<file path="config.mk">
export PLATFORM = sky130hd
export DESIGN_NAME = reg_file
export DESIGN_NICKNAME = d
export VERILOG_FILES = /design/src/rtl/reg_file_pkg.sv /design/src/rtl/reg_file_rd_port.sv /design/src/rtl/reg_file.sv
export SDC_FILE = /design/constraint.sdc
export NUM_CORES = 2
export LEC_CHECK = 0
export ABC_AREA = 1
export BUFFER_PORTS_ARGS = -buffer_cell sky130_fd_sc_hd__buf_2
export CORE_MARGIN = 4
export CORE_UTILIZATION = 65
export DETAILED_ROUTE_END_ITERATION = 12
export PLACE_DENSITY = 0.78
export SLEW_MARGIN = 20
export SYNTH_ARGS = -nofsm -noshare
export SYNTH_HDL_FRONTEND = slang
export SYNTH_SLANG_ARGS = --single-unit
</file>
<file path="constraint.sdc">
create_clock -name clk -period 3.6 [get_ports clk]
set_input_delay 0.72 -clock clk [delete_from_list [all_inputs] [get_ports clk]]
set_output_delay 0.72 -clock clk [all_outputs]
set_load 0.01 [all_outputs]
</file>
<file path="src/rtl/reg_file_pkg.sv">
// Shared types and constants for the two-read, one-write MIPS register file.
package reg_file_pkg;

    localparam int unsigned DEF_DATA_W = 32;
    localparam int unsigned DEF_ADDR_W = 5;
    localparam int unsigned REG_ZERO   = 0;

    typedef logic [DEF_ADDR_W-1:0] reg_addr_t;
    typedef logic [DEF_DATA_W-1:0] reg_data_t;

endpackage

</file>
<file path="src/rtl/reg_file_rd_port.sv">
// Combinational read port: address mux, $zero override and, when
// REG_FILE_BYPASS_EN is defined, write-through forwarding from the write port.
import reg_file_pkg::*;

module reg_file_rd_port #(
    parameter int unsigned DATA_W = DEF_DATA_W,
    parameter int unsigned ADDR_W = DEF_ADDR_W
) (
`ifdef REG_FILE_BYPASS_EN
    input  logic              wr_en,
    input  logic [ADDR_W-1:0] wa,
    input  logic [DATA_W-1:0] wd,
`endif
    input  logic [DATA_W-1:0] regs [2**ADDR_W],
    input  logic [ADDR_W-1:0] addr,
    output logic [DATA_W-1:0] rd
);

    always_comb begin
        rd = regs[addr];
`ifdef REG_FILE_BYPASS_EN
        if (wr_en && (wa != ADDR_W'(REG_ZERO)) && (addr == wa)) begin
            rd = wd;
        end
`endif
        if (addr == ADDR_W'(REG_ZERO)) begin
            rd = '0;
        end
    end

endmodule

</file>
<file path="src/rtl/reg_file.sv">
// MIPS general-purpose register file: two combinational reads, one clocked write.
// Optional write-through forwarding is enabled by defining REG_FILE_BYPASS_EN.
import reg_file_pkg::*;

module reg_file #(
    parameter int unsigned DATA_W = DEF_DATA_W,
    parameter int unsigned ADDR_W = DEF_ADDR_W
) (
    input  logic              clk,
    input  logic              rst_n,
    output logic [DATA_W-1:0] r1,
    output logic [DATA_W-1:0] r2,
    input  logic [DATA_W-1:0] wd,
    input  logic [ADDR_W-1:0] wa,
    input  logic [ADDR_W-1:0] a1,
    input  logic [ADDR_W-1:0] a2,
    input  logic              en
);

    localparam int unsigned NREGS = 2**ADDR_W;

    logic [DATA_W-1:0] regs [NREGS];

    always_ff @(posedge clk or negedge rst_n) begin
        if (!rst_n) begin
            for (int unsigned i = 0; i < NREGS; i++) begin
                regs[i] <= '0;
            end
        end else if (en && (wa != ADDR_W'(REG_ZERO))) begin
            regs[wa] <= wd;
        end
    end

`ifdef REG_FILE_BYPASS_EN
    // Forwarding must stay silent while reset holds the outputs at zero.
    logic byp_en;
    always_comb byp_en = en & rst_n;
`endif

    reg_file_rd_port #(.DATA_W(DATA_W), .ADDR_W(ADDR_W)) u_rd1 (
`ifdef REG_FILE_BYPASS_EN
        .wr_en (byp_en),
        .wa    (wa),
        .wd    (wd),
`endif
        .regs  (regs),
        .addr  (a1),
        .rd    (r1)
    );

    reg_file_rd_port #(.DATA_W(DATA_W), .ADDR_W(ADDR_W)) u_rd2 (
`ifdef REG_FILE_BYPASS_EN
        .wr_en (byp_en),
        .wa    (wa),
        .wd    (wd),
`endif
        .regs  (regs),
        .addr  (a2),
        .rd    (r2)
    );

endmodule

</file>
-- After elaboration in Yosys (flattened, before gate mapping)
Index checks and enable logic that the tools add are counted.
- register bits after elaboration: 1024
- output and inout bits: 64
- bits of input ports: 50
- word-level logic and storage cells: 55
- muxes and demuxes: 11
- bitwise gates (word level): 3
- reduce and logical (&&, ||, !) cells: 5
- $lt $le $gt $ge: 4
- operators with widths (operator ; number):
    bitwise mux 1024 bit ; 1
    binary-select mux 32 bit (select 5 bit) ; 2
    2-to-1 mux 32 bit ; 7
    demux 32 bit (select 5 bit) ; 1
    >= comparator 6 bit, second input constant ; 3
    NOT 5 -> 6 bit ; 3
    logical NOT 5 bit ; 2
    less-than comparator 6 x 1 -> 1 bit, second input constant ; 1
    nonzero test 5 bit ; 1
    logical AND 1 bit ; 2

-- Longest topological paths before layout
- word-level depth: 6
- mapped depth: 12
- depth with buffers taken out: 10

-- Hierarchy
From an unflattened synthesis, not the netlist that was laid out.
- cells, all modules: 9213
- area, all modules: 60448.0 µm²
- by module, submodules not included (module ; seq. area each (µm²) ; cells an instance ; instances ; area an instance (µm²)):
    reg_file ; 25624.6 ; 4285 ; 1 ; 38972.4
    reg_file_rd_port ; 0.0 ; 2464 ; 2 ; 10737.8

-- Worst setup path before layout
OpenSTA, ideal clock, no wires.
- path kind: in2out
- start: in a1[0]
- end: out r1[25]
- setup slack: 0.819 ns
- data required time: 2.880 ns
- data arrival time: 2.061 ns
- stages on the path: 12
- buffers on the path: 3
- cell sequence: buf_2 -> inv_2 -> clkbuf_1 -> clkbuf_1 -> nand2_1 -> nand3_1 -> nand3_1 -> nand2_1 -> nand2_1 -> nand3_1 -> nand2_1 -> nor2_1
- longest elaborated chain between the ends: 5
- elaborated cells on any way between the ends: 6
- those cells by class: mux: 4; bitwise: 1; reduce/logical: 1
- RTL lines (element ; line ; RTL):
    from (decl) ; reg_file.sv:15 ; input logic [ADDR_W-1:0] a1,
    NOT 5 -> 6 bit (not written as such) ; reg_file_rd_port.sv:20 ; rd = regs[addr];
    binary-select mux 32 bit (select 5 bit) ; reg_file_rd_port.sv:20 ;
    2-to-1 mux 32 bit (not written as such) (2 in series) ; reg_file_rd_port.sv:20 ;
    2-to-1 mux 32 bit (*) ; reg_file_rd_port.sv:26 ; if (addr == ADDR_W'(REG_ZERO)) begin
    to (decl) ; reg_file.sv:11 ; output logic [DATA_W-1:0] r1,
Every way passes the cells marked *; elsewhere a longest branch is shown, timed or not. The select of a mux whose other input is x is not followed.

-- Final worst setup path
- start: in a2[0]
- end: out r2[30]
- longest elaborated chain between the ends: 5
- elaborated cells on any way between the ends: 6
- those cells by class: mux: 4; bitwise: 1; reduce/logical: 1
- RTL lines (element ; line ; RTL):
    from (decl) ; reg_file.sv:16 ; input logic [ADDR_W-1:0] a2,
    NOT 5 -> 6 bit (not written as such) ; reg_file_rd_port.sv:20 ;
    binary-select mux 32 bit (select 5 bit) ; reg_file_rd_port.sv:20 ;
    2-to-1 mux 32 bit (not written as such) (2 in series) ; reg_file_rd_port.sv:20 ;
    2-to-1 mux 32 bit (*) ; reg_file_rd_port.sv:26 ;
    to (decl) ; reg_file.sv:12 ; output logic [DATA_W-1:0] r2,
Marks and branches as above.

==> flow_metrics.py <==
metrics = {
    "drt": {
        "vias": 59400,
        "dr.first_iter.drc_count": 8683,
        "final_antenna_net_count": 0,
        "drcViolationCount": 0,
        "wl_per_cell_um": 22.3,
        "dr.pass1.iters": 9,
        "routed_via_density": 6.40,
        "wirelength_mm": 207,
    },
    "clock_network": {
        "post_cts_buffers": 0,
        "cts_buffer_depth": 3,
        "clock_latency_ps": 700,
        "clock-root-buffer": "clkbuf_16",
        "cts-hold-fix-buffers": 0,
        "post_cts_resized": 0,
        "htreeDepth": 3,
        "numCtsBuffers": 108,
        "cts_tree": "built",
        "cts_sinks": 1024,
        "path_clk_slew_ps": 60,
    },
    "die": {
        "die_w_um": 304,
        "top_level_ports": 114,
        "die_height_um": 304,
        "die_area_sq_um": 92400,
        "initial_core_util": 0.655,
        "rows": 108,
        "coreArea_sq_um": 86900,
    },
    "global_route": {
        "grt.total_usage": 0.437,
        "grt_antenna_before_repair": 3,
        "grt_pass1_vias": 55800,
        "grt-ovfl-total": 0,
        "grt_max_degree": 128,
        "grt_pass1_wl_mm": 319,
    },
    "synth": {
        "synthCells": 8321,
        "synth_area_leader_cell": "dfrtp_1",
        "synth_area_leaders": "dfrtp_1, nand2_1, nand3_1",
        "synth_area_sq_um": 56900,
        "synth_top_area_share": 0.450,
        "yosys_warnings": 0,
        "yosysMostFrequentCell": "nand2_1",
        "synth_edf_count": 0,
        "ys_seq_elements": 1024,
        "synth_ff_type": "dfrtp_1",
        "synth_fp_nets": 8371,
        "ys_top_cells_by_count": "nand2_1, nand3_1, dfrtp_1",
        "avgSynthCellArea_sq_um": 6.84,
        "synth_seq_area_share": 0.450,
        "async_flop_share": 1.00,
        "synth_cell_types": 28,
    },
    "worst_setup_path": {
        "cpMostUsedCell": "nand2_1",
        "cp_max_fo": 38,
        "crit_required_ps": 2880,
        "crit_path_max_incr_delay_ps": 320,
        "crit_chain": "buf_8 > inv_8 > buf_12 > buf_4 > nand2_1 > nand3_1 > nand3_1 > nand2_1 > nand2_1 > nand3_1 > nand2_1 > nor2_1 > buf_2",
        "end_kind": "primary output",
        "slowest_stage": "nor2_1",
        "critical_path_class": "input pin to primary output",
        "critical_path_arrival_ps": 2770,
        "start_kind": "input pin",
    },
    "timing": {
        "fin_tns_setup_ps": 0,
        "clock_skew_ps": 0,
        "period_minus_slack_ps": 3490,
        "rsz0062_at_grt": "no",
        "period_share": 0.971,
        "fmax_ghz": 0.286,
        "final-setup-viol-count": 0,
        "drv_slew": 0,
        "final_hold_viol_count": 0,
        "whs_ps": 41.4,
        "max-slew-margin-rel": 0.211,
        "worstMarginPinSlew_ps": 1180,
    },
    "min_path": {
        "hold_path_class": "input pin to asynchronous set/reset pin",
    },
    "pwr": {
        "p_clk_frac": 0.333,
        "power.share.combinational": 0.214,
        "p_seq_frac": 0.453,
        "irDropWorstVdd_v": 0.000467,
        "p_leak_nw": 30.1,
        "power.density_nw_per_um2": 562,
        "p_sw_frac": 0.327,
        "p_switching_mw": 11.6,
        "internal-power_mw": 23.8,
    },
    "layout": {
        "nets": 8095,
        "area_growth_pct": 10.6,
        "reg_top3": "regs (1024)",
        "drive_above_1_share": 0.0740,
        "regMostFlops": "regs",
        "largest_reg_flops": 1024,
        "fillCellCount": 6999,
    },
    "place": {
        "portBuffers": 113,
        "gp_congestion": 0.901,
        "hpwl_mm": 120,
    },
    "flow_run": {
        "max_cap_viol_count": 0,
    },
    "run_status": {
        "outcome": "complete, no violations",
    },
}
==> critical path: cells and delay by family <==
kind          cells  cell delay (ps)
buf+inv           5             1130
simple gates      8              890
==> kinds of logic (layout without fill, tap and decap cells) <==
family | after synthesis | count (layout) | share of synthesized area
simple gates | 5180 | 5180 | 0.376
flops | 1024 | 1024 | 0.450
other cells | 0 | 1 | 0
compound gates | 1248 | 1248 | 0.110
buf+inv | 869 | 682 | 0.0633
==> metrics by stage <==
step / instances / worst slack [ps] / cell area (sq um) / total power [mW] / utilization
after floorplan: 8321 / 819 / 56900 / 21.0 / -
after global placement: 9089 / 199 / 59200 / 23.1 / 0.682
after detailed placement: 9089 / 206 / 59200 / 23.5 / 0.682
after CTS: 9288 / 148 / 62900 / 35.1 / 0.724
after global routing: 9289 / 66.1 / 63000 / 37.1 / 0.725
final: 9290 / 106 / 63000 / 35.4 / 0.725
==> power groups by stage <==
stage	logic [mW]	registers [mW]	clock network [mW]
2_1_floorplan	5.40	15.6	0
3_3_place_gp	7.09	16.0	0
3_5_place_dp	7.38	16.1	0
4_1_cts	7.44	15.9	11.8
5_1_grt	8.57	16.3	12.3
6_report	7.55	16.0	11.8
==> cell type report <==
cell class	count	area, sq um	share of cell area
inverter	112	467	0.00741
clock buffer	162	3260	0.0518
sequential	1024	25600	0.407
timing repair buffer	371	3860	0.0613
clock inverter	37	454	0.00721
tap	1155	1450	0.0230
antenna	1	2.50	0.0000397
multi-input combinational	6428	27900	0.442
==> path summary, 6_finish.rpt <==
path,start,end,slack (ps),cells after the start
hold / removal,rst_n,regs[968],40,1
max in group asynchronous,rst_n,regs[832],2520,3
hold reg to reg,regs[997],regs[997],400,0
setup reg to reg,regs[424],regs[424],2790,2
min in group clk,wd[8],regs[680],240,3
setup / recovery,a2[0],r2[30],110,13
==> cell usage in the layout (no fill, tap or decap), types with 4 or more instances in the layout <==
| cell | n |
|---|---|
| nand2_1 | 2899 |
| o21ai_1 | 16 |
| nand2_2 | 4 |
| nor2_4 | 9 |
| a21oi_1 | 731 |
| clkbuf_1 | 23 |
| buf_8 | 5 |
| inv_2 | 5 |
| buf_12 | 103 |
| bufinv_16 | 9 |
| dfrtp_1 | 1024 |
| nor2_1 | 874 |
| clkinv_2 | 21 |
| clkbuf_16 | 112 |
| inv_8 | 4 |
| buf_2 | 104 |
| nand3_1 | 1359 |
| nor3_1 | 5 |
| buf_4 | 157 |
| nand2_4 | 6 |
| clkbuf_8 | 27 |
| clkinvlp_4 | 4 |
| nand3_4 | 7 |
| o21ai_0 | 489 |
| o211ai_1 | 12 |
| nor2_8 | 9 |
| inv_1 | 97 |
==> per-layer routing <==
| layer | share of wire | GRT usage | vias to the layer above |
|---|---|---|---|
| li1 | - | - | 26500 |
| met1 | 0.37 | 0.583 | 27600 |
| met2 | 0.42 | 0.652 | 4443 |
| met3 | 0.14 | 0.107 | 945 |
| met4 | 0.071 | 0.259 | 0 |
| met5 | 0 | 0 | - |
Power figures use the tool's default switching activity.
